**src/rtl/regfile_mp.sv**
```systemverilog
// regfile_mp: multi-port integer register file with a per-register busy scoreboard.
//
// Purpose:
//   NRD combinational read ports and NWR synchronous write ports over DEPTH
//   registers of WIDTH bits. Register 0 always reads zero and is never busy.
//   A busy bit per register is set at issue (sb_set) and cleared by writeback
//   (any accepted write). sb_flush clears every busy bit. busy_cnt tracks how
//   many registers are currently busy. With BYPASS=1 a write in flight this
//   cycle is forwarded to matching reads, and the matching read reports not busy.
//
// Ports:
//   clk       clock, all state updates on posedge
//   rst       asynchronous, active-low reset
//   rd_addr   NRD packed read addresses (port i = [i*AW +: AW])
//   rd_dout   NRD packed read data (port i = [i*WIDTH +: WIDTH])
//   rd_busy   busy bit of the register addressed by each read port
//   we        per-port write enable
//   wr_addr   NWR packed write addresses
//   wr_din    NWR packed write data
//   sb_set    mark sb_addr busy
//   sb_addr   register to mark busy
//   sb_flush  clear all busy bits
//   busy_cnt  number of busy registers
module regfile_mp #(
  parameter int WIDTH  = 32,
  parameter int DEPTH  = 32,
  parameter int NRD    = 2,
  parameter int NWR    = 1,
  parameter int BYPASS = 1,
  localparam int AW    = $clog2(DEPTH)
) (
  input  logic                 clk,
  input  logic                 rst,
  input  logic [NRD*AW-1:0]    rd_addr,
  output logic [NRD*WIDTH-1:0] rd_dout,
  output logic [NRD-1:0]       rd_busy,
  input  logic [NWR-1:0]       we,
  input  logic [NWR*AW-1:0]    wr_addr,
  input  logic [NWR*WIDTH-1:0] wr_din,
  input  logic                 sb_set,
  input  logic [AW-1:0]        sb_addr,
  input  logic                 sb_flush,
  output logic [AW:0]          busy_cnt
);

  logic [WIDTH-1:0] mem [DEPTH];
  logic [DEPTH-1:0] busy;
  logic [DEPTH-1:0] busy_nxt;
  logic [DEPTH-1:0] clr_mask;
  logic [AW:0]      cnt_nxt;
  logic [AW:0]      n_clr;
  logic             set_hit;

  // Register array. Ports are visited in ascending order so the highest
  // index wins when several ports target the same register. Address 0 is
  // never written, so it stays zero after reset.
  always_ff @(posedge clk or negedge rst) begin
    if (!rst) begin
      for (int i = 0; i < DEPTH; i++) begin
        mem[i] <= '0;
      end
    end else begin
      for (int j = 0; j < NWR; j++) begin
        if (we[j] && (wr_addr[j*AW +: AW] != '0)) begin
          mem[wr_addr[j*AW +: AW]] <= wr_din[j*WIDTH +: WIDTH];
        end
      end
    end
  end

  // One bit per register that retires this cycle (accepted nonzero write).
  always_comb begin
    clr_mask = '0;
    for (int j = 0; j < NWR; j++) begin
      if (we[j] && (wr_addr[j*AW +: AW] != '0)) begin
        clr_mask[wr_addr[j*AW +: AW]] = 1'b1;
      end
    end
  end

  // Scoreboard next state. A set to a register that retires in the same
  // cycle keeps it busy (new producer), so that register is not counted as
  // cleared. The count is updated incrementally rather than re-popcounted.
  always_comb begin
    busy_nxt = busy;
    cnt_nxt  = busy_cnt;
    n_clr    = '0;
    set_hit  = sb_set && (sb_addr != '0);
    if (sb_flush) begin
      busy_nxt = '0;
      cnt_nxt  = '0;
    end else begin
      busy_nxt = busy & ~clr_mask;
      if (set_hit) begin
        busy_nxt[sb_addr] = 1'b1;
      end
      for (int k = 0; k < DEPTH; k++) begin
        if (busy[k] && clr_mask[k] && !(set_hit && (sb_addr == AW'(k)))) begin
          n_clr = n_clr + (AW+1)'(1);
        end
      end
      cnt_nxt = busy_cnt - n_clr + (AW+1)'(set_hit && !busy[sb_addr]);
    end
  end

  always_ff @(posedge clk or negedge rst) begin
    if (!rst) begin
      busy     <= '0;
      busy_cnt <= '0;
    end else begin
      busy     <= busy_nxt;
      busy_cnt <= cnt_nxt;
    end
  end

  // Read ports. Bypass overrides stored data (highest matching write port
  // wins) and hides the busy bit since the value is already available.
  // Everything reads zero while reset is held, even with writes pending.
  for (genvar i = 0; i < NRD; i++) begin : g_rd
    logic [AW-1:0]    ra;
    logic [WIDTH-1:0] rdata;
    logic             rbusy;

    always_comb begin
      ra    = rd_addr[i*AW +: AW];
      rdata = mem[ra];
      rbusy = busy[ra];
      if (BYPASS != 0) begin
        for (int j = 0; j < NWR; j++) begin
          if (we[j] && (wr_addr[j*AW +: AW] == ra) && (ra != '0)) begin
            rdata = wr_din[j*WIDTH +: WIDTH];
            rbusy = 1'b0;
          end
        end
      end
      if ((ra == '0) || !rst) begin
        rdata = '0;
      end
      if (!rst) begin
        rbusy = 1'b0;
      end
    end

    assign rd_dout[i*WIDTH +: WIDTH] = rdata;
    assign rd_busy[i]                = rbusy;
  end

endmodule

```
**config.mk**
```make
export PLATFORM = sky130hd
export DESIGN_NAME = regfile_mp
export DESIGN_NICKNAME = d
export VERILOG_FILES = /design/src/rtl/regfile_mp.sv
export SDC_FILE = /design/constraint.sdc
export NUM_CORES = 2
export LEC_CHECK = 0
export CAP_MARGIN = 0
export CELL_PAD_IN_SITES_DETAIL_PLACEMENT = 0
export CELL_PAD_IN_SITES_GLOBAL_PLACEMENT = 2
export CORE_ASPECT_RATIO = 0.75
export CORE_MARGIN = 10
export CORE_UTILIZATION = 47
export CTS_BUF_LIST = sky130_fd_sc_hd__clkbuf_16
export DETAILED_ROUTE_END_ITERATION = 12
export GPL_ROUTABILITY_DRIVEN = 0
export PLACE_DENSITY = 0.9
export RECOVER_POWER = 50
export SLEW_MARGIN = 20
export SYNTH_ARGS = -nofsm -noshare
export SYNTH_HDL_FRONTEND = slang
export SYNTH_SLANG_ARGS = --single-unit
```
**constraint.sdc**
```tcl
create_clock -name clk -period 8.8 [get_ports clk]
set_clock_uncertainty 0.15 [all_clocks]
set_input_delay 1.76 -clock clk [delete_from_list [all_inputs] [get_ports clk]]
set_output_delay 1.76 -clock clk [all_outputs]
set_load 0.01 [all_outputs]
```
---- Yosys cells after proc, flatten, opt, wreduce, memory -nomap -nowiden ----
Index checks and enable logic that the tools add are counted.
W data, S select, Z words.
storage, ports and cells
  output and inout bits ................... 72
  register bits after elaboration ......... 1062
cells by class
  reductions and logical operators ........ 149
  muxes and demuxes ....................... 95
  add/sub/neg operators ................... 33
  magnitude comparators ................... 10
  equality and inequality tests ........... 33
  bitwise operators ....................... 6
operator list
  kind                   number
  $bwmux W1024           1
  $mux W32               12
  $mux W6                64
  $bmux W32 S5           2
  $add A6 B1 Y6 const B  31
  $demux W32 S5          1
  $logic_and A1 B1 Y1    106
  $eq A5 B5 Y1 const B   16
  $eq A5 B4 Y1 const B   8
  $logic_not A1 Y1       34
  $and A32 B32 Y32       1
  $not A32 Y32           1
  $or A32 B32 Y32        1
  $lt A5 B6 Y1 const B   4
  $eq A5 B3 Y1 const B   4
  $reduce_bool A5 Y1     4
  $ge A6 B6 Y1 const B   3
  $not A5 Y6             3
  $bmux W1 S5            3
  $logic_not A5 Y1       3
  $demux W1 S5           2
  $eq A5 B2 Y1 const B   2
  $eq A5 B5 Y1           2
  $ge A5 B1 Y1 const B   2
  other kinds (6)        16

---- Logic depth before layout (Yosys ltp) ----
  depth after elaboration ................. 105
  gate-level depth with buffers ........... 45
  depth with buffers taken out ............ 42

---- Least setup slack after synthesis ----
No wires, ideal clock.
  kind .................................... input port to flip-flop
  start point ............................. input sb_addr[1]
  end point ............................... register busy_cnt[5]
  stages .................................. 42
  buffers on the path ..................... 3
  slack ................................... -1.478 ns
  library setup time ...................... 0.132 ns
  data arrival time ....................... 9.996 ns
  path through ............................ buf_4 > clkbuf_1 > buf_1 > nor4b_1 > nand2_1 > nand3_1 > ha_1 > xnor2_1 > xnor2_1 > inv_2 > xnor2_2 > inv_2 > xnor2_2 > inv_1 > mux2_2 > ha_1 > a22o_1 > a2111oi_0 > (+6 left out) > a22oi_1 > nand4_1 > nor2_1 > nand4_1 > ha_1 > a21o_1 > ha_1 > a22o_1 > a221oi_1 > nand4_1 > a2111oi_0 > ha_1 > ha_1 > a21oi_1 > o21bai_1 > a21oi_1 > xnor2_1 > nor2_1
on the way
  longest elaborated chain between the ends .. 103
  elaborated cells between the ends (all ways) .. 232
RTL lines
  element               RTL line  source
  start, declared       41        input logic [AW-1:0] sb_addr,
  $reduce_bool A5 Y1    88        set_hit = sb_set && (sb_addr != '0);
  $logic_and A1 B1 Y1   88
  $logic_and A1 B1 Y1   98        if (busy[k] && clr_mask[k] && !(set_hit && (sb_addr == AW'(k)))) begin
  $logic_not A1 Y1      98
  $logic_and A1 B1 Y1   98
  $mux W1               98
  $mux W6               89        if (sb_flush) begin
  $add A6 B1 Y6         99        n_clr = n_clr + (AW+1)'(1);
  (+88 left out)        -
  $mux W6               89
  $add A6 B1 Y6         99
  $mux W6               98
  $mux W6               89
  $sub A6 B6 Y6         102       cnt_nxt = busy_cnt - n_clr + (AW+1)'(set_hit && !busy[sb_addr]);
  $add A6 B1 Y6 *       102
  $mux W6 *             89
  via cnt_nxt[5]        50        logic [AW:0] cnt_nxt;
  end signal, assigned  112       busy_cnt <= cnt_nxt;
  end, declared         43        output logic [AW:0] busy_cnt
The timed path passes the listed nets; every way through them passes the cells marked *. The select of a mux whose other input is x is not followed.
A chain may end at the register's enable or synchronous reset.

---- Final worst setup path ----
  start point ............................. input sb_addr[4]
  end point ............................... register busy_cnt[5]
Same word-level chain as after synthesis.

==> results.yml <==
outcome:
  status: "finished with violations"
  violations: "max-capacitance violations, max-slew violations, negative setup slack"
layout:
  diodes: 0
  area_delta_synth_final_pct: 12.5
  fin_nets: 4005
  finish.cell_count_without_fillers: 5648
  design_area_sq_um: 66600
  fillCellCount: 10000
  final_layout_size_suffix_gt1_share_pct: 53.1
yosys:
  yosys_register_bits: 1062
  async_reset_ff_share_pct: 100
  synth_top_flop_cell: "dfrtp_1"
  syn_area_per_cell_sq_um: 15.2
  yosysWarnings: 0
  netlist_area_sq_um: 59200
  yosys.cell_types.count: 67
  yosysTopAreaCell: "dfrtp_1"
  synth_top_area_share_pct: 44.9
  synth-edff-count: 0
  synthCells: 3898
  ys_top_cells_by_area: "dfrtp_1, mux4_2, mux2_2"
  synth-seq-area-share_pct: 44.9
placement:
  pre_cts_slack_ns: -1.51
  place_area_sq_um: 63000
  dp_hpwl_um: 98300
  place.port_buffers: 128
  dp.cells: 5436
pwr:
  power_frac_seq_pct: 45.5
  switchingPower_mw: 3.83
  swShare_pct: 27.1
  powerDensity_nw_per_um2: 212
  power.share.clock_pct: 32.2
  total_power_mw: 14.1
  p_int_mw: 10.3
  irDropWorstVdd_v: 0.000164
  cellLeakagePower_nw: 28.6
  power_frac_comb_pct: 22.3
die:
  initial_utilization_pct: 47.5
  die_area_sq_um: 141000
  ios: 129
  coreArea_sq_um: 125000
  fp.dieW_um: 430
  placementRows: 112
  die_y_um: 327
run:
  max-cap-violations: 1
grt:
  grt_use_met2_pct: 39.4
  antenna_found_initial: 2
  grt_pass1_wl_um: 266000
  top_usage_layer: "met2"
  grt_max_degree: 155
  met1_usage_pct: 34.6
  grt_use_met3_pct: 5.79
  grt_overflow: 0
  grt_usage_pct: 25.0
  grt_pass1_vias: 38800
worst_setup_path:
  required_ns: 9.21
  regToRegStartpoint: "busy[1]"
  startpoint_type: "primary input"
  crit_path_frequent_cell: "xnor2_4"
  critPathKind: "primary input to flop"
  crit_start: "sb_addr[4]"
  worst_path_max_delay_cell: "mux2_4"
  end_kind: "flop"
  slowest_delay_ns: 0.32
  arrival_ns: 9.30
  cp_max_fo: 5
sta:
  slew_viol_final: 46
  fmax_ghz: 0.113
  maxSlewHeadroom_pct: -96.0
  fin_ws_ns: -0.0841
  fin_hold_ws_ns: 0.242
  min_period_over_period_pct: 101
  tightestPinTransition_ns: 2.94
  rsz0062_at_grt: "true"
  setup_viol: 3
  hold_viol: 0
  fin_crit_ns: 8.88
clock_network:
  cts_sinks: 1062
  h-tree-depth: 3
  postCtsHoldBufs: 0
  clkTransAtPathRegs_ns: 0.06
  tritoncts: "done"
  clockBufferDepth: 3
  cts_buffers: 108
  clockRootBuffer: "clkbuf_16"
  insertion_delay_ns: 0.71
drt:
  drtIter0Drc: 3998
  drtAntennaViolNets: 0
  routed_wl_um: 177000
  wl_per_cell_um: 31.4
  dr_total_vias: 37600
  drc: 0
  vias_per_cell: 6.65
  drt_first_pass_iters: 5
worst_hold_path:
  hold_class: "flop to flop"
  holdCritStartpoint: "mem[995]"
## cell families after synthesis
logic type / synth area share, %
muxes: 45.1
DFF: 44.9
AOI/OAI and AO/OA: 2.34
and+or+nand+nor: 3.11
adders and majority gates: 0.900
buffers and inverters: 2.94
other: 0.0127
xor gates and xnor gates: 0.708
## cells in the final DEF (no fill, tap or decap), types with 11 or more instances in the layout
cell type / netlist / layout
buf_2: 2 / 21
dfrtp_1: 1062 / 1062
buf_4: 3 / 193
nand2_1: 141 / 124
o21ai_0: 17 / 17
inv_1: 18 / 44
mux2i_1: 72 / 72
a21oi_1: 33 / 29
nor2_4: 0 / 13
nand2_4: 0 / 13
xnor2_1: 25 / 21
mux4_2: 669 / 669
xor2_1: 11 / 11
nor2_1: 137 / 123
a22oi_1: 18 / 17
clkinv_1: 0 / 17
clkbuf_16: 0 / 111
and3_1: 15 / 15
mux2_2: 967 / 963
ha_1: 41 / 34
nand4_1: 11 / 11
a211oi_1: 65 / 65
clkinv_2: 0 / 23
clkdlybuf4s50_1: 0 / 88
buf_12: 0 / 12
nand3_1: 21 / 16
## worst max-delay path: cells and delay by family
family | cells | cell delay, ns
buf+inv | 7 | 0.93
compound gates | 10 | 1.85
xor+xnor | 7 | 1.21
fa+ha+maj | 6 | 1.52
simple gates | 7 | 0.98
mux | 4 | 1.02
## registers in the layout, indices dropped and copies added, names as in the netlist
register	count
busy	32
busy_cnt	6
mem	1024
## through the flow
stage               utilization (%)  TNS, ns
floorplan                         -   -0.298
global placement               50.5    -5.37
detailed placement             50.5    -6.04
CTS                            53.4   -0.437
global route                   53.4    -1.68
finish                         53.4   -0.154
## what timing repair did
action                                 in CTS  in global routing
pin swaps                                  31                 26
buffers inserted                           13                  2
gates resized for setup                    60                 11
setup endpoints to repair                   4                  4
endpoints found under the hold margin       0                  0
## synthesized netlist by cell type, types with 15 or more instances
library cell / count
o21ai_0: 17
mux2_2: 967
a22oi_1: 18
a21oi_1: 33
mux2i_1: 72
nand2_1: 141
nor2_1: 137
inv_1: 18
nand3_1: 21
mux4_2: 669
and3_1: 15
xnor2_1: 25
clkbuf_1: 335
buf_1: 97
ha_1: 41
dfrtp_1: 1062
a211oi_1: 65
## power groups by stage
stage | clock, mW | sequential (mW) | combinational (mW)
final | 4.55 | 6.42 | 3.15
after global routing | 4.82 | 6.54 | 3.37
after CTS | 4.61 | 6.41 | 3.15
after detailed placement | 0 | 6.49 | 3.12
after global placement | 0 | 6.41 | 3.05
after floorplan | 0 | 6.28 | 2.34
## routing by layer
| metal | vias to the layer above | part of all wire, % |
|---|---|---|
| met5 | - | 0.0068 |
| met4 | 2 | 3.4 |
| met3 | 367 | 8.5 |
| met2 | 1602 | 47 |
| met1 | 20400 | 42 |
| li1 | 15200 | - |
## cell type report
type | instances | area (sq um) | area share, %
Clock buffer | 111 | 2780 | 4.17
Clock inverter | 88 | 661 | 0.992
Inverter | 20 | 77.6 | 0.117
Multi-Input combinational cell | 2380 | 31500 | 47.3
Sequential cell | 1062 | 26600 | 39.9
Tap cell | 1653 | 2070 | 3.11
Timing Repair Buffer | 334 | 2900 | 4.36
## final timing paths
path	to	slack, ns	cells after the start
worst min register to register	mem[995]	0.24	0
worst max-delay path	busy_cnt[5]	-0.08	41
worst max register to register	busy_cnt[5]	1.01	38
max in group asynchronous	mem[217]	2.33	5
min in group asynchronous	mem[870]	1.86	1
worst min-delay path	mem[995]	0.24	0
No activity file was read; power rests on OpenSTA's default activity.
